==> config.mk <==
export PLATFORM = sky130hd
export DESIGN_NAME = wb_ctl
export DESIGN_NICKNAME = d
export VERILOG_FILES = /design/src/rtl/wb_ctl.sv
export SDC_FILE = /design/constraint.sdc
export NUM_CORES = 1
export LEC_CHECK = 0
export CAP_MARGIN = 25
export CORE_UTILIZATION = 55
export CTS_CLUSTER_SIZE = 20
export DETAILED_ROUTE_END_ITERATION = 10
export PLACE_DENSITY = 0.75
export SYNTH_ARGS = -nofsm -noshare
export SYNTH_HDL_FRONTEND = slang
export SYNTH_SLANG_ARGS = --single-unit
==> constraint.sdc <==
create_clock -name clk -period 3.7 [get_ports clk]
set_input_delay 0.74 -clock clk [delete_from_list [all_inputs] [get_ports clk]]
set_output_delay 0.74 -clock clk [all_outputs]
set_load 0.03 [all_outputs]
==> src/rtl/wb_ctl.sv <==
// wb_ctl: write-back controller for the register file's single write port.
// Results from the ALU and the load unit are arbitrated round-robin into a
// small FIFO and committed one per cycle unless wb_hold lends the port away.
// A per-register pending-write counter reports RAW hazards on busy.

`ifndef WIDTH
`define WIDTH 15
`endif
`ifndef RASB
`define RASB 3
`endif
`ifndef RAS
`define RAS 15
`endif

module wb_ctl #(
    parameter int DEPTH = 4,
    parameter int PCW   = 3
) (
    input  logic               clk,
    input  logic               rst,
    input  logic               alu_v,
    output logic               alu_rdy,
    input  logic [`RASB:0]     alu_ad,
    input  logic [`WIDTH:0]    alu_d,
    input  logic               mem_v,
    output logic               mem_rdy,
    input  logic [`RASB:0]     mem_ad,
    input  logic [`WIDTH:0]    mem_d,
    input  logic               iss_v,
    input  logic [`RASB:0]     iss_ad,
    output logic               iss_rdy,
    input  logic               wb_hold,
    output logic               we,
    output logic [`RASB:0]     wad,
    output logic [`WIDTH:0]    wd,
    output logic [`RAS:0]      busy,
    output logic               err
);

    localparam int AW   = $clog2(DEPTH);
    localparam int NREG = `RAS + 1;
    localparam int RW   = `RASB + 1;
    localparam int DW   = `WIDTH + 1;
    localparam logic [AW:0]    FULL_CNT = (AW+1)'(DEPTH);
    localparam logic [PCW-1:0] PEND_MAX = {PCW{1'b1}};

    logic [DW-1:0]   fifo_d  [DEPTH];
    logic [RW-1:0]   fifo_ad [DEPTH];
    logic [AW-1:0]   wr_ptr, rd_ptr;
    logic [AW:0]     count;
    logic            full, empty;
    logic            rr_mem;        // 1: mem wins the next contested cycle
    logic            take_alu, take_mem, push;
    logic [RW-1:0]   push_ad;
    logic [DW-1:0]   push_d;
    logic [PCW-1:0]  pend [NREG];
    logic            iss_fire;
    logic [NREG-1:0] inc_vec, dec_vec;

    assign full  = (count == FULL_CNT);
    assign empty = (count == '0);

    // Arbitration: a lone valid producer always wins; a tie goes to rr_mem.
    assign alu_rdy  = !full && (!mem_v || !rr_mem);
    assign mem_rdy  = !full && (!alu_v ||  rr_mem);
    assign take_alu = alu_v && alu_rdy;
    assign take_mem = mem_v && mem_rdy;
    assign push     = take_alu || take_mem;
    assign push_ad  = take_mem ? mem_ad : alu_ad;
    assign push_d   = take_mem ? mem_d  : alu_d;

    // Commit straight from the FIFO head; address and data are zeroed when idle.
    assign we  = !empty && !wb_hold;
    assign wad = we ? fifo_ad[rd_ptr] : '0;
    assign wd  = we ? fifo_d[rd_ptr]  : '0;

    // Round-robin pointer hands priority to the loser after each contested cycle.
    always_ff @(posedge clk) begin
        // NOTE: state is updated with non-blocking assignments so every flop
        // samples pre-edge values, independent of block ordering.
        if (rst)
            rr_mem <= 1'b1;
        else if (alu_v && mem_v && !full)
            rr_mem <= !rr_mem;
    end

    // FIFO storage: written on push, never cleared.
    always_ff @(posedge clk) begin
        // NOTE: the storage array is deliberately left out of reset; the
        // occupancy count alone decides which entries are meaningful.
        if (push) begin
            fifo_d[wr_ptr]  <= push_d;
            fifo_ad[wr_ptr] <= push_ad;
        end
    end

    // FIFO pointers and occupancy; pointers wrap naturally at DEPTH.
    always_ff @(posedge clk) begin
        if (rst) begin
            wr_ptr <= '0;
            rd_ptr <= '0;
            count  <= '0;
        end else begin
            if (push) wr_ptr <= wr_ptr + 1'b1;
            if (we)   rd_ptr <= rd_ptr + 1'b1;
            case ({push, we})
                2'b10:   count <= count + (AW+1)'(1);
                2'b01:   count <= count - (AW+1)'(1);
                default: count <= count;
            endcase
        end
    end

    // Scoreboard increment/decrement strobes, one-hot per register.
    assign iss_rdy  = (pend[iss_ad] != PEND_MAX);
    assign iss_fire = iss_v && iss_rdy;

    always_comb begin
        // NOTE: defaults first so no path leaves a bit unassigned (no latches).
        inc_vec = '0;
        dec_vec = '0;
        if (iss_fire) inc_vec[iss_ad] = 1'b1;
        if (we)       dec_vec[wad]    = 1'b1;
    end

    // Pending counters and the sticky error for commits to idle registers.
    always_ff @(posedge clk) begin
        if (rst) begin
            for (int r = 0; r < NREG; r++) pend[r] <= '0;
            err <= 1'b0;
        end else begin
            for (int r = 0; r < NREG; r++) begin
                if (inc_vec[r] && !dec_vec[r])
                    pend[r] <= pend[r] + 1'b1;
                else if (dec_vec[r] && !inc_vec[r] && pend[r] != '0)
                    pend[r] <= pend[r] - 1'b1;
            end
            if (we && pend[wad] == '0)
                err <= 1'b1;
        end
    end

    // Busy vector: any outstanding write to the register.
    always_comb begin
        busy = '0;
        for (int r = 0; r < NREG; r++) busy[r] = (pend[r] != '0);
    end

endmodule

==> impl_metrics.toml <==
[global_route]
grt_remaining_overflow = 0
grt_pass1_vias = 5641
grt_pass1_wl_mm = 29.0
track_usage = 0.266
antenna_found_initial = 0
grt_max_degree = 50

[clock_network]
cts_tree = "done"
clkSinkCount = 139
ctsLongestPathBuffers = 2
clk_pin_slew_ps = 60
insertion_delay_ps = 420
cts_buffers = 17
cts_setup_buffers = 0
htreeDepth = 4
cts_root_buffer = "clkbuf_16"
cts-resized-gates = 2
cts-hold-fix-buffers = 0

[finish]
nNetsFinal = 840
drive_above_1_share = 0.235
nFillCells = 1011
antenna_cells = 0
final_common_cell = "edfxtp_1"
utilization = 0.702
syn2layout_area_growth_pct = 25.0
fin_area_um2 = 9710
most-common-layout-cells = "edfxtp_1, buf_4, clkdlybuf4s50_1"

[logic_synthesis]
syn-num-nets = 703
synth.distinct_cells = 66
synthArstFlopShare = 0
ys_ff_latch = 139
synth_enable_flop_cells = 128
synthFlopType = "edfxtp_1"
ys_seq_area_frac = 0.523
syn_inst = 629
synth_area_um2 = 7760
ys_warn_count = 0
syn_avg_cell_area_um2 = 12.3

[sta]
rsz0062_at_grt = "no"
slew_headroom = 0.413
finalSetupTns_ps = 0
worst_pin_slew_ps = 879
max_freq_mhz = 287
finalCriticalPeriod_ps = 3490
finalClockSkew_ps = 7.77
setup_violations = 0
hold_viol = 0
finalCritPeriodShare = 0.942
final-max-slew-violation-count = 0

[route]
drtIter0Drc = 323
wirelength_mm = 18.2
vias_per_cell = 5.81
dr.pass1.iters = 5
drcViolationCount = 0
wire_per_inst_um = 19.0
antenna_left = 0
via_count = 5570

[worst_hold_path]
hold_path_class = "flop to flop"

[worst_setup_path]
cp_data_required_time_ps = 2960
worstPathMaxFanout = 15
worstSetupEndpointType = "primary output"
cp-start-kind = "input port"
crit_arrival_ps = 2750
critical_path_class = "input port to primary output"

[run_status]
outcome = "finished clean"

[die]
num_io_pins = 91
start_util = 0.561
coreArea_um2 = 13800
rows = 43
die_x_um = 121
die_area_um2 = 14600
die_h_um = 121

[flow_run]
timing.max_cap.violations = 0

[placement]
post-dp-hpwl_mm = 13.2
gp_congestion = 0.917
dpl_cell_area_um2 = 9110
port_buffers = 90

[power_and_ir_drop]
power_w = 0.00579
p_leak_nw = 3.57
ir_worst_vdd_mv = 0.452
power_density_nw_per_um2 = 597
-- sequential cells by signal, summed over array words and instances (netlist names), named ones only --
register and flops:
fifo_d 64, pend 48, fifo_ad 16, count 3, rd_ptr 2, wr_ptr 2, err 1, rr_mem 1
-- area by class of cell --
cell class	count	area, um^2	area share
multi-input cells	412	3380	0.348
well taps	180	225	0.0232
flip-flops and latches	139	4060	0.419
clock buffers	17	425	0.0438
clock inverters	15	165	0.0170
repair buffers	145	1260	0.129
inverters	51	191	0.0197
-- Yosys cell counts, types with 11 or more instances --
master,instances,area (um^2)
nor3_1,15,75.1
a21oi_1,14,70.1
nand3_1,15,75.1
inv_1,51,191
nand2b_1,13,81.3
mux2_2,25,282
nor2_1,62,233
clkbuf_1,16,60.1
fa_1,16,320
nand2_1,31,116
xnor2_1,16,140
o21ai_0,15,75.1
and2_1,29,181
dfxtp_1,11,220
mux4_2,27,608
or3_1,11,68.8
edfxtp_1,128,3840
-- through the flow --
stage | hold slack [ps] | setup slack [ps] | std cells
after global routing | 566 | 26.0 | 959
final | 533 | 214 | 959
after floorplan | 467 | 325 | 629
after CTS | 534 | 209 | 959
after global placement | 480 | -144 | 927
after detailed placement | 507 | -187 | 927
-- critical path, stage by stage --
cell	delay, ps
clkdlybuf4s50_1	530
buf_4	250
mux4_2	350
buf_4	170
mux2_2	270
a31oi_1	230
buf_4	200
-- routing by layer --
| layer | wire length, um | vias up | GRT usage |
|---|---|---|---|
| met5 | 0 | - | 0 |
| met4 | 532 | 0 | 0.115 |
| met3 | 975 | 43 | 0.0514 |
| met2 | 9250 | 189 | 0.449 |
| met1 | 7480 | 2757 | 0.335 |
| li1 | - | 2581 | - |
-- kinds of logic after synthesis --
kind of cell / share of synthesized area
AO/OA/AOI/OAI: 0.0770
XOR/XNOR: 0.0282
adder cells (fa/ha/maj): 0.0542
buffers and inverters: 0.0414
flip-flops: 0.523
multiplexers: 0.124
AND/OR/NAND/NOR: 0.152
-- where the power goes --
group	total, W	switching (W)	internal [W]
sequential	0.00217	0.000135	0.00204
combinational	0.00193	0.00112	0.000815
clock	0.00169	0.000683	0.00100
-- path summary, 6_finish.rpt --
check,cells past startpoint,to,start,slack [ps]
hold / removal,2,count[1]$_SDFFE_PP0P_,count[1]$_SDFFE_PP0P_,530
hold reg to reg,2,count[1]$_SDFFE_PP0P_,count[1]$_SDFFE_PP0P_,530
setup / recovery,7,iss_rdy,iss_ad[1],210
setup reg to reg,9,pend[6][2]$_SDFFCE_PN0P_,flop,270
Note: power is estimated with default switching activity, not from simulation.
